File: src/rtl/conv_mac_sequencer.sv
// conv_mac_sequencer: streams TAPS pixels through one shared, externally
// instanced 8x8 registered multiplier and accumulates the weighted sum.
// Weights live locally. Pixels arrive on a valid/ready stream, and the
// result leaves on a valid/ready output.
//
// Handshake rule for both streams: a transfer happens on a rising clk edge
// where valid and ready are both high. Valid, once raised by a producer,
// holds its data stable until that transfer takes place.
module conv_mac_sequencer #(
  parameter int TAPS    = 9,
  parameter int ACC_W   = 20,
  parameter int MUL_LAT = 2,
  localparam int AW     = (TAPS > 1) ? $clog2(TAPS) : 1
) (
  input  logic             clk,
  input  logic             rst_n,
  input  logic             w_wr_en,
  input  logic [AW-1:0]    w_addr,
  input  logic [7:0]       w_data,
  input  logic             start,
  input  logic             pix_valid,
  output logic             pix_ready,
  input  logic [7:0]       pix_data,
  output logic [7:0]       mul_a,
  output logic [7:0]       mul_b,
  input  logic [15:0]      mul_product,
  output logic             busy,
  output logic             res_valid,
  input  logic             res_ready,
  output logic [ACC_W-1:0] res_data,
  output logic [1:0]       dbg_state_o
);

  typedef enum logic [1:0] {
    ST_IDLE  = 2'd0,
    ST_RUN   = 2'd1,
    ST_DRAIN = 2'd2,
    ST_DONE  = 2'd3
  } state_e;

  localparam logic [AW:0]   TAPS_W   = (AW + 1)'(TAPS);
  localparam logic [AW-1:0] LAST_TAP = AW'(TAPS - 1);

  state_e             state_q;
  logic [7:0]         w_q [TAPS];
  logic [AW-1:0]      tap_q;
  logic [ACC_W-1:0]   acc_q;
  logic [MUL_LAT-1:0] vp_q;
  logic [7:0]         mul_a_q;
  logic [7:0]         mul_b_q;
  logic               pix_ready_q;
  logic               busy_q;
  logic               res_valid_q;
  logic [ACC_W-1:0]   res_data_q;

  logic accept;
  logic in_idle;
  logic w_write;

  assign in_idle = (state_q == ST_IDLE);
  assign accept  = (state_q == ST_RUN) && pix_valid && pix_ready_q;
  assign w_write = in_idle && w_wr_en && ({1'b0, w_addr} < TAPS_W);

  assign pix_ready   = pix_ready_q;
  assign busy        = busy_q;
  assign res_valid   = res_valid_q;
  assign res_data    = res_data_q;
  assign mul_a       = mul_a_q;
  assign mul_b       = mul_b_q;
  assign dbg_state_o = state_q;

  // Kernel weight store. It is only writable while idle, so a run always
  // sees a consistent kernel.
  always_ff @(posedge clk or negedge rst_n) begin
    if (!rst_n) begin
      for (int i = 0; i < TAPS; i++) w_q[i] <= '0;
    end else if (w_write) begin
      w_q[w_addr] <= w_data;
    end
  end

  // Valid pipe that tracks the multiplier latency. Its MSB marks the cycle
  // in which mul_product belongs to an accepted pixel.
  always_ff @(posedge clk or negedge rst_n) begin
    if (!rst_n) begin
      vp_q <= '0;
    end else begin
      vp_q <= (vp_q << 1) | MUL_LAT'(accept);
    end
  end

  // Accumulator. Start clears it, and each returning product is added
  // modulo 2^ACC_W.
  always_ff @(posedge clk or negedge rst_n) begin
    if (!rst_n) begin
      acc_q <= '0;
    end else if (in_idle && start) begin
      acc_q <= '0;
    end else if (vp_q[MUL_LAT-1]) begin
      acc_q <= acc_q + ACC_W'(mul_product);
    end
  end

  // Control FSM with registered stream, operand and result outputs.
  always_ff @(posedge clk or negedge rst_n) begin
    if (!rst_n) begin
      state_q     <= ST_IDLE;
      tap_q       <= '0;
      mul_a_q     <= '0;
      mul_b_q     <= '0;
      pix_ready_q <= 1'b0;
      busy_q      <= 1'b0;
      res_valid_q <= 1'b0;
      res_data_q  <= '0;
    end else begin
      case (state_q)
        ST_IDLE: begin
          if (start) begin
            state_q     <= ST_RUN;
            tap_q       <= '0;
            pix_ready_q <= 1'b1;
            busy_q      <= 1'b1;
          end
        end
        ST_RUN: begin
          if (accept) begin
            mul_a_q <= pix_data;
            mul_b_q <= w_q[tap_q];
            tap_q   <= tap_q + 1'b1;
            if (tap_q == LAST_TAP) begin
              state_q     <= ST_DRAIN;
              pix_ready_q <= 1'b0;
            end
          end
        end
        ST_DRAIN: begin
          if (vp_q == '0) begin
            state_q     <= ST_DONE;
            res_data_q  <= acc_q;
            res_valid_q <= 1'b1;
          end
        end
        ST_DONE: begin
          if (res_ready) begin
            state_q     <= ST_IDLE;
            res_valid_q <= 1'b0;
            busy_q      <= 1'b0;
          end
        end
        default: state_q <= ST_IDLE;
      endcase
    end
  end

endmodule

File: config.mk
export PLATFORM = sky130hd
export DESIGN_NAME = conv_mac_sequencer
export DESIGN_NICKNAME = d
export VERILOG_FILES = /design/src/rtl/conv_mac_sequencer.sv
export SDC_FILE = /design/constraint.sdc
export NUM_CORES = 1
export LEC_CHECK = 0
export ABC_AREA = 1
export CORE_MARGIN = 2
export CORE_UTILIZATION = 40
export CTS_CLUSTER_SIZE = 12
export DETAILED_ROUTE_END_ITERATION = 10
export PLACE_DENSITY = 0.69
export SETUP_SLACK_MARGIN = 0.05
export SLEW_MARGIN = 20
export SYNTH_ARGS = -nofsm -noshare
export SYNTH_HDL_FRONTEND = slang
export SYNTH_SLANG_ARGS = --single-unit
File: constraint.sdc
create_clock -name clk -period 3.45 [get_ports clk]
set_clock_uncertainty 0.05 [all_clocks]
set_input_delay 0.8625 -clock clk [delete_from_list [all_inputs] [get_ports clk]]
set_output_delay 0.8625 -clock clk [all_outputs]
set_load 0.05 [all_outputs]
After elaboration in Yosys (flattened, before gate mapping):

Index checks and enable logic that the tools add are counted.

* bits of input ports: 42
* register bits: 139
* word-level logic and storage cells: 81
* output and inout bits: 41

* mux-type cells: 25
* reduce and logical (&&, ||, !) cells: 19
* bitwise logic cells: 3
* equal/unequal tests: 9
* add/sub/neg operators: 2
* order comparisons: 4

Operator list (number)
* $bwmux W72: 1
* $mux W20: 2
* $bmux W8 S4: 1
* $demux W8 S4: 1
* $mux W8: 3
* $add A20 B16 Y20: 1
* $ge A5 B5 Y1 const B: 2
* $mux W2: 5
* $not A4 Y5: 2
* $reduce_and A3 Y1: 3
* $mux W4: 2
* $ne A2 B2 Y1 const B: 4
* $pmux W2 S4: 1
* $pmux W4 S2: 1
* $reduce_bool A2 Y1: 4
* $logic_and A1 B1 Y1: 6
* $pmux W1 S2: 3
* $lt A5 B1 Y1 const B: 1
* $mux W1: 5
* $reduce_and A5 Y1: 1
* $add A4 B1 Y4 const B: 1
* $eq A2 B2 Y1 const B: 2
* $eq A4 B4 Y1 const B: 1
* $logic_not A2 Y1: 2
* other kinds (6): 7

Longest topological paths before layout:

* depth in word-level cells: 6
* gate-level depth with buffers: 13
* depth with buffers taken out: 13

Worst setup path before layout:

Ideal clock, no wire load.

* kind: input to register
* from: input port mul_product[0]
* to: register acc_q[12]
* setup time: 0.126 ns
* cell stages on the path: 13
* slack: 1.165 ns
* buffers on the path: 0
* data required time: 3.274 ns
* data arrival time: 2.108 ns
* cell sequence: ha_1 > inv_1 > fa_1 > inv_1 > nand3_1 > nand3_1 > nand2_1 > nand2_1 > nand2_1 > nand2_1 > nand2_1 > nand2_1 > o21ai_0

* longest elaborated chain between the ends: 3

RTL lines
* from (decl): line 26 `input logic [15:0] mul_product,`
* $add A20 B16 Y20: line 100 `acc_q <= acc_q + ACC_W'(mul_product);`
* $mux W20: line 99 `end else if (vp_q[MUL_LAT-1]) begin`
* $mux W20: line 97 `end else if (in_idle && start) begin`
* to (signal assigned): line 100
* to (decl): line 47 `logic [ACC_W-1:0] acc_q;`

No other way between the ends. The select of a mux whose other input is x is not followed.
A chain may end at the register's enable or synchronous reset.

Worst setup path after layout:

Ends and elaborated chain as after synthesis.

==> flow_summary_export.csv <==
group,metric,value,unit
clocking,root_buffer,"clkbuf_16",
drt,drt_first_iter_violations,535,
setup_path,r2r_end,"w_q[43]",
global_route,grt_start_max_net_pins,60,
global_route,antenna_found_initial,0,
clocking,clock-sinks,139,
synthesis,synthSimpleGateAreaFrac,22.4,%
hold_path,worstHoldPathType,"primary input to async pin",
floorplan,std_cell_rows,47,
place,place_congestion,0.902,
power,p_per_area,860,mW/mm2
setup_path,critPathMaxFanout,4,
setup_path,critPathCaptureType,"flip-flop",
synthesis,synth-xor-area-share,0.381,%
clocking,cts_tree,"done",
clocking,clock_path_buffers,2,
power,ir_drop,0.639,mV
clocking,path_clk_slew,0.05,ns
sta,drv_slew,0,
drt,routed_wl,16800,um
clocking,cts_max_level,4,
sta,setup_violations,0,
drt,ant_nets,0,
floorplan,dieArea,0.0183,mm2
final_layout,fillerInstances,1596,
synthesis,syn_inst,857,
setup_path,r2r_start,"dbg_state_o[0]",
floorplan,design.core.area,0.0167,mm2
clocking,clock_latency,0.42,ns
clocking,hold_buffers,0,
job,drv_cap,0,
synthesis,mappedNetlistArea,0.00689,mm2
sta,slew_headroom,33.4,%
sta,fin_setup_tns,0,ns
sta,tightestPinTransition,0.997,ns
clocking,cts_resized,0,
final_layout,final_common_cell,"nand2_1",
drt,drcViolationCount,0,
status,outcome,"finished clean",
sta,max_freq,0.384,GHz
place,place.port_buffers,82,
final_layout,syn_to_final_growth,24.6,%
synthesis,synth_seq_cells,139,
global_route,grt_pass1_wl,28300,um
power,power_leakage,4.19,nW
clocking,numCtsBuffers,17,
place,dpl-instance-area,0.00799,mm2
final_layout,final_cell_mix,"nand2_1, o21ai_0, dfrtp_1",
place,dp.cells,1145,
synthesis,synth_top_family_by_area,"simple AND/OR/NAND/NOR gates",
drt,wl_per_cell,14.3,um
final_layout,final_nets,1009,
global_route,grt-ovfl-total,0,
sta,period_needed,2.60,ns
synthesis,synth_fa_ha_area_share,4.28,%
synthesis,synth_compound_area_share,15.2,%
global_route,grt_pass1_vias,5597,
place,hpwl,11600,um
final_layout,n_antenna_cell,0,
floorplan,fp.dieW,135,um
final_layout,layout-drive-gt1-share,6.58,%
clocking,cts_setup_buffers,0,
drt,vias,5956,
synthesis,synth_area_per_cell,8.04,um2
setup_path,reg2reg_slack,1.18,ns
synthesis,yosysWarningCount,0,
setup_path,crit_type,"primary input to flip-flop",
sta,fin_crit_sh,75.5,%
sta,setup_slack,0.846,ns
synthesis,synth_nets,922,
global_route,gr-usage-all-layers,19.6,%
drt,vias_per_cell,5.06,
synthesis,synth.distinct_cells,27,
setup_path,start_kind,"primary input",
setup_path,ff2ff_path_depth,6,
setup_path,worstPathArrival,2.85,ns
synthesis,yosysSeqAreaShare,50.5,%
final_layout,final_cells,1177,
drt,firstDrtPassIters,5,
place,dp_worst_setup_slack,0.408,ns
sta,rsz0062_at_grt,"no",
sta,hold_viol,0,
final_layout,design_area,0.00859,mm2
floorplan,start_util,41.3,%
synthesis,synth_mux_area_share,1.80,%
floorplan,pin_count,83,
floorplan,die_h,135,um
setup_path,cp.required,3.69,ns
[state kept, by name, indices dropped and copies added (netlist names)]
register and count:
busy 1, res_data 20, w_q 72, mul_a 8, dbg_state_o 2, mul_b 8
acc_q 20, vp_q 2, pix_ready 1, tap_q 4, res_valid 1
[metal layers]
metal | up-vias | global-route usage [%] | share of wire (%)
met5 | - | 0 | 0
met3 | 23 | 4.38 | 5.5
li1 | 2990 | - | -
met1 | 2748 | 27.1 | 46
met4 | 0 | 5.27 | 0.90
met2 | 195 | 31.3 | 47
[power breakdown]
group | switching, mW | internal, mW
Sequential | 0.349 | 2.18
Combinational | 1.98 | 1.06
Clock | 0.684 | 1.14
Total | 3.01 | 4.38
[synth_stat cells]
cell type / count / area share (%)
nand2_1: 242 / 13
o21ai_0: 140 / 10
dfrtp_1: 139 / 50
nor2_1: 90 / 4.9
inv_1: 65 / 3.5
nand3_1: 35 / 2.5
a21oi_1: 30 / 2.2
ha_1: 22 / 4.0
o211ai_1: 17 / 1.9
clkbuf_1: 16 / 0.87
buf_2: 11 / 0.80
mux2_2: 11 / 1.8
nand4_1: 5 / 0.45
or2_2: 5 / 0.45
o22ai_1: 4 / 0.36
a21boi_0: 3 / 0.33
and2_1: 3 / 0.27
clkinv_1: 3 / 0.16
nand3b_1: 3 / 0.33
o21ai_1: 3 / 0.22
xor2_1: 3 / 0.38
nor3_1: 2 / 0.15
buf_1: 1 / 0.054
fa_1: 1 / 0.29
inv_2: 1 / 0.054
nor3b_1: 1 / 0.11
o21bai_1: 1 / 0.11
[through the flow]
step	utilization, %	hold WS (ns)	power [mW]
after CTS	51.4	0.381	7.43
after floorplan	-	0.320	4.61
final	51.4	0.354	7.39
after global placement	47.8	0.365	5.52
after detailed placement	47.8	0.379	5.58
after global routing	51.4	0.402	7.92
[cell type report]
type / count / area, um2 / share of cell area, %
Timing Repair Buffer: 96 / 940 / 10.9
Multi-Input combinational cell: 621 / 3040 / 35.4
Inverter: 69 / 259 / 3.02
Tap cell: 220 / 275 / 3.21
Clock buffer: 22 / 484 / 5.64
Clock inverter: 10 / 114 / 1.33
Sequential cell: 139 / 3480 / 40.5
[worst max-delay path by stage]
stage	to	depth (start not counted)	startpoint
floorplan	acc_q[12]	13	mul_product[0]
global placement	acc_q[12]	14	mul_product[0]
detailed placement	w_q[43]	8	w_addr[1]
CTS	w_q[43]	8	w_addr[1]
global route	w_q[13]	8	w_addr[1]
finish	acc_q[12]	14	mul_product[0]
[kinds of logic after synthesis]
kind of cell | after synthesis
xor gates and xnor gates | 3
DFF | 139
adders and majority gates | 23
muxes | 11
AOI/OAI and AO/OA | 198
and+or+nand+nor | 386
buffers and inverters | 97
[worst max-delay path: stages]
cell and delay, ns:
clkdlybuf4s50_1 0.49, ha_1 0.20, inv_1 0.07, fa_1 0.40, inv_1 0.09, nand3_1 0.07
nand3_1 0.14, nand2_1 0.07, nand2_1 0.14, nand2_1 0.07, nand2_1 0.07, nand2_1 0.05
nand2_1 0.05, o21ai_0 0.09
Note: power is estimated with default switching activity, not from simulation.
